File: config.mk
export PLATFORM = sky130hd
export DESIGN_NAME = ldpc_ber_tester_run_ctrl
export DESIGN_NICKNAME = d
export VERILOG_FILES = /design/src/rtl/ldpc_ber_tester_run_ctrl.sv
export SDC_FILE = /design/constraint.sdc
export NUM_CORES = 1
export LEC_CHECK = 0
export CORE_AREA = 2 2 159 161
export DETAILED_ROUTE_END_ITERATION = 8
export DIE_AREA = 0 0 161 163
export PLACE_DENSITY = 0.64
export SLEW_MARGIN = 20
export SYNTH_ARGS = -nofsm -noshare
export SYNTH_HDL_FRONTEND = slang
export SYNTH_SLANG_ARGS = --single-unit
File: constraint.sdc
create_clock -name clk -period 4.5 [get_ports clk]
set_input_delay 0.675 -clock clk [delete_from_list [all_inputs] [get_ports clk]]
set_output_delay 0.675 -clock clk [all_outputs]
set_load 0.1 [all_outputs]
File: src/rtl/ldpc_ber_tester_run_ctrl.sv
// Sequencer for one LDPC BER measurement run: clear counter, issue frames, stop, drain, latch results.
// Optional: define RUN_CTRL_CYCLE_COUNT_EN to add the saturating run_cycles output.
module ldpc_ber_tester_run_ctrl #(
    parameter int MAX_OUTSTANDING = 4,
    parameter int CLEAR_CYCLES    = 2
) (
    input  logic        clk,
    input  logic        reset,
    input  logic        start,
    input  logic        abort,
    input  logic [31:0] cfg_max_frames,
    input  logic [31:0] cfg_target_errors,
    output logic        frame_req_valid,
    input  logic        frame_req_ready,
    input  logic        frame_done,
    output logic        ber_resetn,
    input  logic        ber_active,
    input  logic [31:0] ber_bit_errors,
    output logic        busy,
    output logic        done,
    output logic [1:0]  stop_reason,
    output logic [31:0] frames_issued,
    output logic [31:0] frames_done,
    output logic [31:0] bit_errors_total,
    output logic        protocol_error
`ifdef RUN_CTRL_CYCLE_COUNT_EN
    ,
    output logic [47:0] run_cycles
`endif
);

    localparam int OUT_W = $clog2(MAX_OUTSTANDING + 1);
    localparam int CLR_W = (CLEAR_CYCLES > 1) ? $clog2(CLEAR_CYCLES) : 1;
    localparam logic [OUT_W-1:0] OUT_MAX  = OUT_W'(MAX_OUTSTANDING);
    localparam logic [CLR_W-1:0] CLR_LOAD = CLR_W'(CLEAR_CYCLES - 1);

    localparam logic [1:0] RSN_NONE   = 2'd0;
    localparam logic [1:0] RSN_BUDGET = 2'd1;
    localparam logic [1:0] RSN_TARGET = 2'd2;
    localparam logic [1:0] RSN_ABORT  = 2'd3;

    typedef enum logic [2:0] {
        S_IDLE  = 3'd0,
        S_CLEAR = 3'd1,
        S_RUN   = 3'd2,
        S_DRAIN = 3'd3,
        S_DONE  = 3'd4
    } state_t;

    function automatic logic [31:0] sat_inc32(input logic [31:0] v);
        return (&v) ? v : v + 32'd1;
    endfunction

`ifdef RUN_CTRL_CYCLE_COUNT_EN
    function automatic logic [47:0] sat_inc48(input logic [47:0] v);
        return (&v) ? v : v + 48'd1;
    endfunction
`endif

    state_t           state, state_n;
    logic [CLR_W-1:0] clr_cnt, clr_cnt_n;
    logic [OUT_W-1:0] outstanding, outstanding_n;
    logic [31:0]      max_frames, max_frames_n;
    logic [31:0]      target_errors, target_errors_n;
    logic [31:0]      ber_errors_p0;

    logic             frame_req_valid_n;
    logic             busy_n;
    logic             done_n;
    logic [1:0]       stop_reason_n;
    logic [31:0]      frames_issued_n;
    logic [31:0]      frames_done_n;
    logic [31:0]      bit_errors_total_n;
    logic             protocol_error_n;

    logic start_ok, hs, fd_ok, fd_bad, hit_target, hit_budget;

    // ---- stage p0: error total registered before the stop compare
    always_ff @(posedge clk) begin
        ber_errors_p0 <= ber_bit_errors;
    end

    assign start_ok   = start && ((state == S_IDLE) || (state == S_DONE));
    assign hs         = frame_req_valid && frame_req_ready;
    assign fd_ok      = frame_done && (outstanding != '0);
    assign fd_bad     = frame_done && (outstanding == '0);
    assign hit_target = (target_errors != 32'd0) && (ber_errors_p0 >= target_errors);
    assign hit_budget = (frames_issued == max_frames);

    assign ber_resetn = !(reset || (state == S_CLEAR));

    always_ff @(posedge clk) begin
        if (reset) begin
            state <= S_IDLE;
        end else begin
            state <= state_n;
        end
    end

    always_comb begin
        state_n = state;
        case (state)
            S_IDLE, S_DONE: begin
                if (start) state_n = S_CLEAR;
            end
            S_CLEAR: begin
                if (abort)                state_n = S_DRAIN;
                else if (clr_cnt == '0)   state_n = S_RUN;
            end
            S_RUN: begin
                if (abort || hit_target || hit_budget) state_n = S_DRAIN;
            end
            S_DRAIN: begin
                if ((outstanding == '0) && !ber_active) state_n = S_DONE;
            end
            default: state_n = S_IDLE;
        endcase
    end

    // Next values of every registered output and counter; a start overrides the run-time updates.
    always_comb begin
        clr_cnt_n          = clr_cnt;
        max_frames_n       = max_frames;
        target_errors_n    = target_errors;
        outstanding_n      = outstanding;
        frames_issued_n    = frames_issued;
        frames_done_n      = frames_done;
        stop_reason_n      = stop_reason;
        bit_errors_total_n = bit_errors_total;
        protocol_error_n   = protocol_error | fd_bad;

        case ({hs, fd_ok})
            2'b10:   outstanding_n = outstanding + 1'b1;
            2'b01:   outstanding_n = outstanding - 1'b1;
            default: outstanding_n = outstanding;
        endcase

        if (hs)    frames_issued_n = sat_inc32(frames_issued);
        if (fd_ok) frames_done_n   = sat_inc32(frames_done);

        if ((state == S_CLEAR) && (clr_cnt != '0)) clr_cnt_n = clr_cnt - 1'b1;
        if ((state == S_CLEAR) && abort)           stop_reason_n = RSN_ABORT;

        if (state == S_RUN) begin
            if (abort)           stop_reason_n = RSN_ABORT;
            else if (hit_target) stop_reason_n = RSN_TARGET;
            else if (hit_budget) stop_reason_n = RSN_BUDGET;
        end

        if ((state == S_DRAIN) && (state_n == S_DONE)) bit_errors_total_n = ber_bit_errors;

        if (start_ok) begin
            clr_cnt_n        = CLR_LOAD;
            max_frames_n     = cfg_max_frames;
            target_errors_n  = cfg_target_errors;
            frames_issued_n  = '0;
            frames_done_n    = '0;
            stop_reason_n    = RSN_NONE;
            protocol_error_n = 1'b0;
        end

        frame_req_valid_n = (state_n == S_RUN) && (frames_issued_n < max_frames_n) &&
                            (outstanding_n < OUT_MAX);
        busy_n = (state_n == S_CLEAR) || (state_n == S_RUN) || (state_n == S_DRAIN);
        done_n = (state_n == S_DONE);
    end

    always_ff @(posedge clk) begin
        if (reset) begin
            clr_cnt          <= '0;
            max_frames       <= '0;
            target_errors    <= '0;
            outstanding      <= '0;
            frame_req_valid  <= 1'b0;
            busy             <= 1'b0;
            done             <= 1'b0;
            stop_reason      <= RSN_NONE;
            frames_issued    <= '0;
            frames_done      <= '0;
            bit_errors_total <= '0;
            protocol_error   <= 1'b0;
        end else begin
            clr_cnt          <= clr_cnt_n;
            max_frames       <= max_frames_n;
            target_errors    <= target_errors_n;
            outstanding      <= outstanding_n;
            frame_req_valid  <= frame_req_valid_n;
            busy             <= busy_n;
            done             <= done_n;
            stop_reason      <= stop_reason_n;
            frames_issued    <= frames_issued_n;
            frames_done      <= frames_done_n;
            bit_errors_total <= bit_errors_total_n;
            protocol_error   <= protocol_error_n;
        end
    end

`ifdef RUN_CTRL_CYCLE_COUNT_EN
    logic [47:0] run_cycles_n;

    always_comb begin
        run_cycles_n = run_cycles;
        if (start_ok)
            run_cycles_n = '0;
        else if ((state == S_CLEAR) || (state == S_RUN) || (state == S_DRAIN))
            run_cycles_n = sat_inc48(run_cycles);
    end

    always_ff @(posedge clk) begin
        if (reset) begin
            run_cycles <= '0;
        end else begin
            run_cycles <= run_cycles_n;
        end
    end
`endif

endmodule
==> load_flow_metrics.sql, run 1 <==
INSERT INTO impl_metrics (metric_group, metric, value, unit) VALUES
('routing', 'wire_per_inst', '16.2', 'µm'),
('synthesis', 'postSynthRegisterBits', '205', ''),
('synthesis', 'postSynthCellCount', '1149', ''),
('synthesis', 'ys_async_sr_fraction', '0', ''),
('synthesis', 'synth.distinct_cells', '55', ''),
('status', 'status', 'complete, no violations', ''),
('power', 'total_leakage_power', '4.89', 'nW'),
('routing', 'num_vias', '8600', ''),
('routing', 'ant_nets', '0', ''),
('timing', 'grt_setup_unrepaired', 'false', ''),
('floorplan', 'coreArea', '24700', 'µm²'),
('critical_path', 'slowest_stage_cell_crit_path', 'or4_4', ''),
('power', 'pwr-share-comb', '0.192', ''),
('layout', 'nFillCells', '2378', ''),
('synthesis', 'post-synth-top-area-cell', 'dfxtp_1', ''),
('timing', 'timing_max_transition_violations_final', '0', ''),
('synthesis', 'postSynthAreaPerCell', '8.43', 'µm²'),
('routing', 'post_drt_via_cell_ratio', '5.09', ''),
('routing', 'finalWirelength', '27400', 'µm'),
('floorplan', 'ios', '206', ''),
('global_routing', 'globalRouteTotalUtil', '0.206', ''),
('power', 'p_switching', '1.42', 'mW'),
('clock_tree', 'clockRootBuffer', 'clkbuf_16', ''),
('placement', 'port_buffers', '205', ''),
('placement', 'dp_cells', '1648', ''),
('floorplan', 'die_height', '163', 'µm'),
('timing', 'setup_violations', '0', ''),
('clock_tree', 'clockBufferDepth', '3', ''),
('timing', 'worst_slew_pin_slew', '1.05', 'ns'),
('timing', 'finalHoldWorstSlack', '0.452', 'ns'),
('critical_path', 'reg2reg_depth', '15', ''),
('clock_tree', 'clkTransAtPathRegs', '0.06', 'ns'),
('critical_path', 'worstPathCellList', 'nand4_4 > or4_4 > nor4_4 > or3_1 > nor2_1 > xnor2_1 > nor2_1 > ha_1 > a21o_1 > a21o_1 > a21oi_1 > o221ai_1 > a211oi_2 > o31ai_1 > a2111oi_2', ''),
('critical_path', 'cp_top_family', 'simple AND/OR/NAND/NOR gates', ''),
('timing', 'timing.slew.headroom', '0.295', ''),
('clock_tree', 'tritoncts', 'done', ''),
('layout', 'fin_cells', '1689', ''),
('floorplan', 'initial_utilization', '0.392', ''),
('synthesis', 'share_of_synthesized_area_occupied_by_flip_flops_and_latches', '0.424', ''),
('placement', 'finalWeightedCongestion', '0.910', ''),
('global_routing', 'maximum_number_of_pins_on_one_net_before_global_route_repair', '62', ''),
('min_path', 'hold_path_class', 'reg2reg', ''),
('synthesis', 'number_of_enable_flip_flop_cells_after_synthesis', '0', ''),
('timing', 'final.min_clock_period', '4.15', 'ns'),
('synthesis', 'synth.top_cell.area_share', '0.424', ''),
('critical_path', 'critPathArrivalTime', '4.56', 'ns'),
('critical_path', 'setup.worst_path.start_class', 'register', ''),
('power', 'power-per-cell-area', '376', 'nW/µm²'),
('clock_tree', 'ctsHtreeMaxLevel', '1', ''),
('power', 'pwr-share-seq', '0.413', ''),
('clock_tree', 'hold_buffers', '0', ''),
('job', 'cap_violations', '0', ''),
('timing', 'final_hold_viol_count', '0', ''),
('power', 'power.total', '4.84', 'mW'),
('critical_path', 'required_worst_endpoint', '4.91', 'ns'),
('min_path', 'timing.hold.worst_path_depth', '2', ''),
('critical_path', 'timing.critical_path.buf_inv', '0', ''),
('global_routing', 'antenna_found_initial', '3', ''),
('clock_tree', 'cts_repair_resize_count', '0', ''),
('critical_path', 'critPathMaxStageDelay', '0.60', 'ns'),
('clock_tree', 'insertion_delay', '0.53', 'ns'),
('power', 'clock_power_share', '0.395', ''),
('layout', 'multi_input_area', '5230', 'µm²'),
('layout', 'syn2layout_area_growth', '32.7', '%'),
('synthesis', 'yosys-top-cells-area', 'dfxtp_1, ha_1, nand2_1', ''),
('timing', 'max_freq', '241', 'MHz'),
('routing', 'detailedRoute.firstPassIterationCount', '5', ''),
('layout', 'final_layout_size_suffix_gt1_frac', '0.0449', ''),
('synthesis', 'syn-cell-area', '9680', 'µm²'),
('critical_path', 'critical_path_peak_fanout', '7', ''),
('power', 'worst_ir_drop_vdd', '0.000296', 'V');
-- worst paths after layout --
| check | start | end | slack (ns) |
|---|---|---|---|
| max reg2reg | frames_issued[10]$_SDFF_PP0_ | frame_req_valid$_SDFF_PP0_ | 0.35 |
| max | frames_issued[10]$_SDFF_PP0_ | frame_req_valid$_SDFF_PP0_ | 0.35 |
| min | bit_errors_total[13]$_SDFFE_PP0P_ | bit_errors_total[13]$_SDFFE_PP0P_ | 0.45 |
| min reg2reg | bit_errors_total[13]$_SDFFE_PP0P_ | bit_errors_total[13]$_SDFFE_PP0P_ | 0.45 |
-- state kept, by name, indices dropped and copies added (netlist names) --
| name | flops |
|---|---|
| bit_errors_total | 32 |
| max_frames | 32 |
| state | 3 |
| ber_errors_p0 | 32 |
| frames_done | 32 |
| done | 1 |
| outstanding | 3 |
| target_errors | 32 |
| protocol_error | 1 |
| frames_issued | 32 |
| clr_cnt | 1 |
| stop_reason | 2 |
| busy | 1 |
| frame_req_valid | 1 |
-- cell families after synthesis --
kind of cell               share of synthesized area
and+or+nand+nor                                0.247
DFF                                            0.424
AOI/OAI and AO/OA                             0.0827
xor gates and xnor gates                      0.0868
buffers and inverters                         0.0363
adders and majority gates                     0.0874
muxes                                         0.0362
-- tightest hold or removal path, stage by stage, from the launching register on --
cell and delay, ns:
dfxtp_1 0.30, nand2_1 0.05, a21oi_1 0.05
-- placed cells by master, fill, tap and decap left out, types with 7 or more instances in the layout --
master / synthesis / final
buf_4: 0 / 10
clkbuf_16: 0 / 23
ha_1: 66 / 66
or4_1: 7 / 7
xor2_1: 53 / 53
nand2_1: 185 / 185
xnor2_1: 43 / 43
and3_1: 12 / 12
mux2i_1: 35 / 35
dfxtp_1: 205 / 205
nand4_1: 34 / 34
nor4_1: 21 / 21
nor3_1: 22 / 22
or3_1: 8 / 8
and4_1: 9 / 9
o21ai_0: 17 / 17
nor2_1: 161 / 161
a21oi_1: 95 / 95
clkdlybuf4s50_1: 0 / 204
nand3_1: 23 / 23
inv_1: 46 / 46
-- power by group through the flow --
| stage | registers (mW) | logic [mW] | clock network (mW) |
|---|---|---|---|
| 2_1_floorplan | 2.12 | 0.516 | 0 |
| 3_3_place_gp | 2.03 | 0.922 | 0 |
| 3_5_place_dp | 2.03 | 0.927 | 0 |
| 4_1_cts | 2.00 | 0.936 | 1.95 |
| 5_1_grt | 2.01 | 1.03 | 2.03 |
| 6_report | 2.00 | 0.928 | 1.91 |
-- through the flow --
step,util,instance area [µm²]
2_1_floorplan,-,9680
4_1_cts,0.521,12800
6_report,0.521,12800
3_5_place_dp,0.490,12100
5_1_grt,0.521,12800
3_3_place_gp,0.490,12100
-- per-layer routing --
metal	global-route usage	routed length (µm)
met5	0	0
met4	0.0645	775
met3	0.0308	1500
met2	0.325	12100
met1	0.290	13000
-- layout make-up --
class,instances,area share
Clock buffer,33,0.0516
Inverter,46,0.0134
Sequential cell,205,0.319
Timing Repair Buffer,216,0.168
Tap cell,330,0.0321
Multi-Input combinational cell,851,0.407
Antenna cell,1,0.000195
Clock inverter,7,0.00779
Power figures use the tool's default switching activity.
==> run 2: changes to the inputs <==
Settings changed: CORE_AREA 2 2 159 161 to 8 8 165 167, DIE_AREA 0 0 161 163 to 0 0 173 175, GPL_TIMING_DRIVEN from default to 0.
==> run 2 against run 1 <==
  * Sequential cell count unchanged
  * Combinational power up 3.1%
  * Clock skew up 0.0044 ns
  * Die area up 15%
  * Clock power down 4%
  * Utilization up 0.24 points
  * Count of clock-buffer cells in the layout down 1
==> load_flow_metrics.sql, run 2 (same netlist as run 1, synthesis figures left out) <==
INSERT INTO impl_metrics (metric_group, metric, value, unit) VALUES
('floorplan', 'die-area', '30300', 'µm²'),
('routing', 'finalWirelength', '29600', 'µm'),
('placement', 'dpl_cell_area', '12200', 'µm²'),
('clock_tree', 'clockRootBuffer', 'clkbuf_16', ''),
('power', 'sw_frac_of_total', '0.296', ''),
('timing', 'final.min_clock_period', '4.23', 'ns'),
('timing', 'timing.slew.headroom', '0.271', ''),
('critical_path', 'slowest_stage_cell_crit_path', 'buf_1', ''),
('timing', 'setup_violations', '0', ''),
('power', 'pwr-share-comb', '0.200', ''),
('critical_path', 'critical_path_peak_fanout', '10', ''),
('routing', 'ant_nets', '0', ''),
('power', 'p_switching', '1.42', 'mW'),
('power', 'pint', '3.37', 'mW'),
('critical_path', 'regToRegStartpoint', 'frames_issued[10]$_SDFF_PP0_', ''),
('clock_tree', 'tritoncts', 'done', ''),
('floorplan', 'initial_utilization', '0.392', ''),
('critical_path', 'r2r_end', 'frame_req_valid$_SDFF_PP0_', ''),
('timing', 'fin_setup_tns', '0', 'ns'),
('critical_path', 'cp_top_family', 'buffers and inverters', ''),
('layout', 'layout.nets', '1549', ''),
('timing', 'timing.final.crit_share', '0.940', ''),
('timing', 'grt_setup_unrepaired', 'false', ''),
('routing', 'num_vias', '8722', ''),
('timing', 'post-route-worst-setup-slack', '0.271', 'ns'),
('power', 'pwr-share-seq', '0.415', ''),
('floorplan', 'dieWidth', '173', 'µm'),
('critical_path', 'crit_type', 'in2reg', ''),
('power', 'worst_ir_drop_vdd', '0.000218', 'V'),
('floorplan', 'coreArea', '24700', 'µm²'),
('critical_path', 'worstPathCellList', 'clkdlybuf4s50_1 > nor3b_1 > clkbuf_1 > buf_1 > mux2i_1 > ha_1 > nand2_1 > nor3_1 > nand2_1 > o221ai_1 > a211oi_2 > o31ai_1 > a2111oi_2', ''),
('timing', 'fin_skew', '0.0165', 'ns'),
('critical_path', 'crit_path_end_kind', 'register', ''),
('placement', 'dp_hpwl', '22900', 'µm'),
('global_routing', 'gr-total-overflow', '0', ''),
('clock_tree', 'clockBufferDepth', '3', ''),
('layout', 'fin_cells', '1725', ''),
('placement', 'dp_cells', '1684', ''),
('critical_path', 'critPathMaxStageDelay', '0.75', 'ns'),
('layout', 'finish.instance_area', '12900', 'µm²'),
('floorplan', 'ios', '206', ''),
('global_routing', 'vias_in_the_first_global_route', '8605', ''),
('clock_tree', 'ctsHtreeMaxLevel', '1', ''),
('placement', 'port_buffers', '205', ''),
('status', 'status', 'complete, no violations', ''),
('clock_tree', 'clkSinkCount', '205', ''),
('power', 'total_leakage_power', '4.89', 'nW'),
('layout', 'syn2layout_area_growth', '33.3', '%'),
('layout', 'mostFrequentLayoutCells', 'dfxtp_1, clkdlybuf4s50_1, nand2_1, nor2_1, a21oi_1', ''),
('timing', 'timing_max_transition_violations_final', '0', ''),
('global_routing', 'maximum_number_of_pins_on_one_net_before_global_route_repair', '14', ''),
('clock_tree', 'insertion_delay', '0.50', 'ns'),
('critical_path', 'timing.critical_path.buf_inv', '3', ''),
('layout', 'nFillCells', '2311', ''),
('min_path', 'timing.hold.worst_path_depth', '2', ''),
('layout', 'final_layout_size_suffix_gt1_frac', '0.0409', ''),
('clock_tree', 'clkTransAtPathRegs', '0.06', 'ns'),
('critical_path', 'critPathArrivalTime', '4.61', 'ns'),
('placement', 'finalWeightedCongestion', '0.908', ''),
('critical_path', 'setup.worst_path.start_class', 'input pin', ''),
('routing', 'post_drt_via_cell_ratio', '5.06', ''),
('floorplan', 'num_rows', '58', ''),
('routing', 'detailedRoute.firstPassIterationCount', '5', ''),
('layout', 'num_antenna_cells', '0', ''),
('power', 'power-per-cell-area', '371', 'nW/µm²'),
('routing', 'detailedRoute.firstIterationViolations', '505', ''),
('global_routing', 'globalRouteTotalUtil', '0.191', ''),
('layout', 'seqCellArea', '4100', 'µm²'),
('min_path', 'whs_endpoint', 'bit_errors_total[15]$_SDFFE_PP0P_', ''),
('min_path', 'min_from', 'bit_errors_total[15]$_SDFFE_PP0P_', ''),
('critical_path', 'required_worst_endpoint', '4.88', 'ns'),
('critical_path', 'reg2reg_depth', '13', ''),
('floorplan', 'die_height', '175', 'µm'),
('placement', 'dp_worst_setup_slack', '-0.461', 'ns'),
('clock_tree', 'tritoncts.num_buffers', '23', ''),
('critical_path', 'setup.reg_to_reg.worst_slack', '0.34', 'ns'),
('global_routing', 'antenna_found_initial', '1', ''),
('power', 'power.total', '4.78', 'mW'),
('routing', 'route.detailed.drc', '0', ''),
('timing', 'max_freq', '236', 'MHz'),
('routing', 'wire_per_inst', '17.2', 'µm'),
('timing', 'final_hold_viol_count', '0', ''),
('job', 'cap_violations', '0', ''),
('timing', 'worst_slew_pin_slew', '1.09', 'ns'),
('power', 'clock_power_share', '0.385', ''),
('min_path', 'hold_path_class', 'reg2reg', ''),
('global_routing', 'grt_pass1_wl', '47200', 'µm'),
('critical_path', 'cp_common_cell', 'nand2_1', ''),
('layout', 'multi_input_area', '5240', 'µm²');
-- run 2: cell types whose count changed in the layout (fill, tap and decap cells not counted), sizes merged --
cell and change:
diode -1, clkinv +3, bufinv -1, clkbuf +40
inv -1, clkinvlp +1, clkdlybuf4s50 +1, buf -6
-- run 2: power groups by stage --
stage	sequential [mW]	combinational (mW)	clock, mW
2_1_floorplan	2.12	0.516	0
3_3_place_gp	2.02	0.941	0
3_5_place_dp	2.02	0.952	0
4_1_cts	1.99	0.959	1.89
5_1_grt	2.00	1.05	1.97
6_report	1.99	0.957	1.84
-- run 2: per-layer routing --
layer,track usage,wire (µm),vias to the layer above
met5,0,13,-
met2,0.310,13100,277
met3,0.0425,2160,49
met1,0.252,13700,4015
li1,-,-,4379
met4,0.0568,701,2
-- run 2: layout make-up --
type / instances / share of cell area
plain buffers: 47 / 0.0142
clock buffers: 32 / 0.0519
clock inverters: 9 / 0.00562
inverters: 46 / 0.0134
multi-input cells: 851 / 0.406
flip-flops and latches: 205 / 0.318
well taps: 330 / 0.0320
repair buffers: 205 / 0.159
-- run 2: through the flow --
step | utilization | hold WS (ns)
floorplan | - | 0.449
global route | 0.523 | 0.474
finish | 0.523 | 0.452
CTS | 0.523 | 0.455
detailed placement | 0.493 | 0.447
global placement | 0.492 | 0.441
-- run 2: worst max path at each step --
stage,cells after the start,to,start,slack (ns)
floorplan,15,frame_req_valid$_SDFF_PP0_,frames_issued[10]$_SDFF_PP0_,0.17
global placement,15,frame_req_valid$_SDFF_PP0_,frame_req_ready,-0.53
detailed placement,14,frame_req_valid$_SDFF_PP0_,start,-0.46
CTS,14,frame_req_valid$_SDFF_PP0_,start,0.06
global route,13,frame_req_valid$_SDFF_PP0_,start,0.03
finish,13,frame_req_valid$_SDFF_PP0_,start,0.27
-- run 2: worst reg2reg max path, cell delays in order, from the launching register on --
cell and delay [ns]:
dfxtp_1 0.53, nand4_4 0.19, or4_4 0.61, or4_1 0.59, nand2_1 0.15, mux2i_1 0.25, nor2_1 0.07, ha_1 0.18
or3_1 0.36, a31oi_1 0.18, o221ai_1 0.16, a211oi_2 0.26, o31ai_1 0.17, a2111oi_2 0.35
-- run 2: what timing repair did --
action | 4_1_cts | 5_1_grt
resized for setup | 0 | 6
hold buffers | 0 | 0
buffers inserted | 0 | 0
setup endpoints to repair | 0 | 1
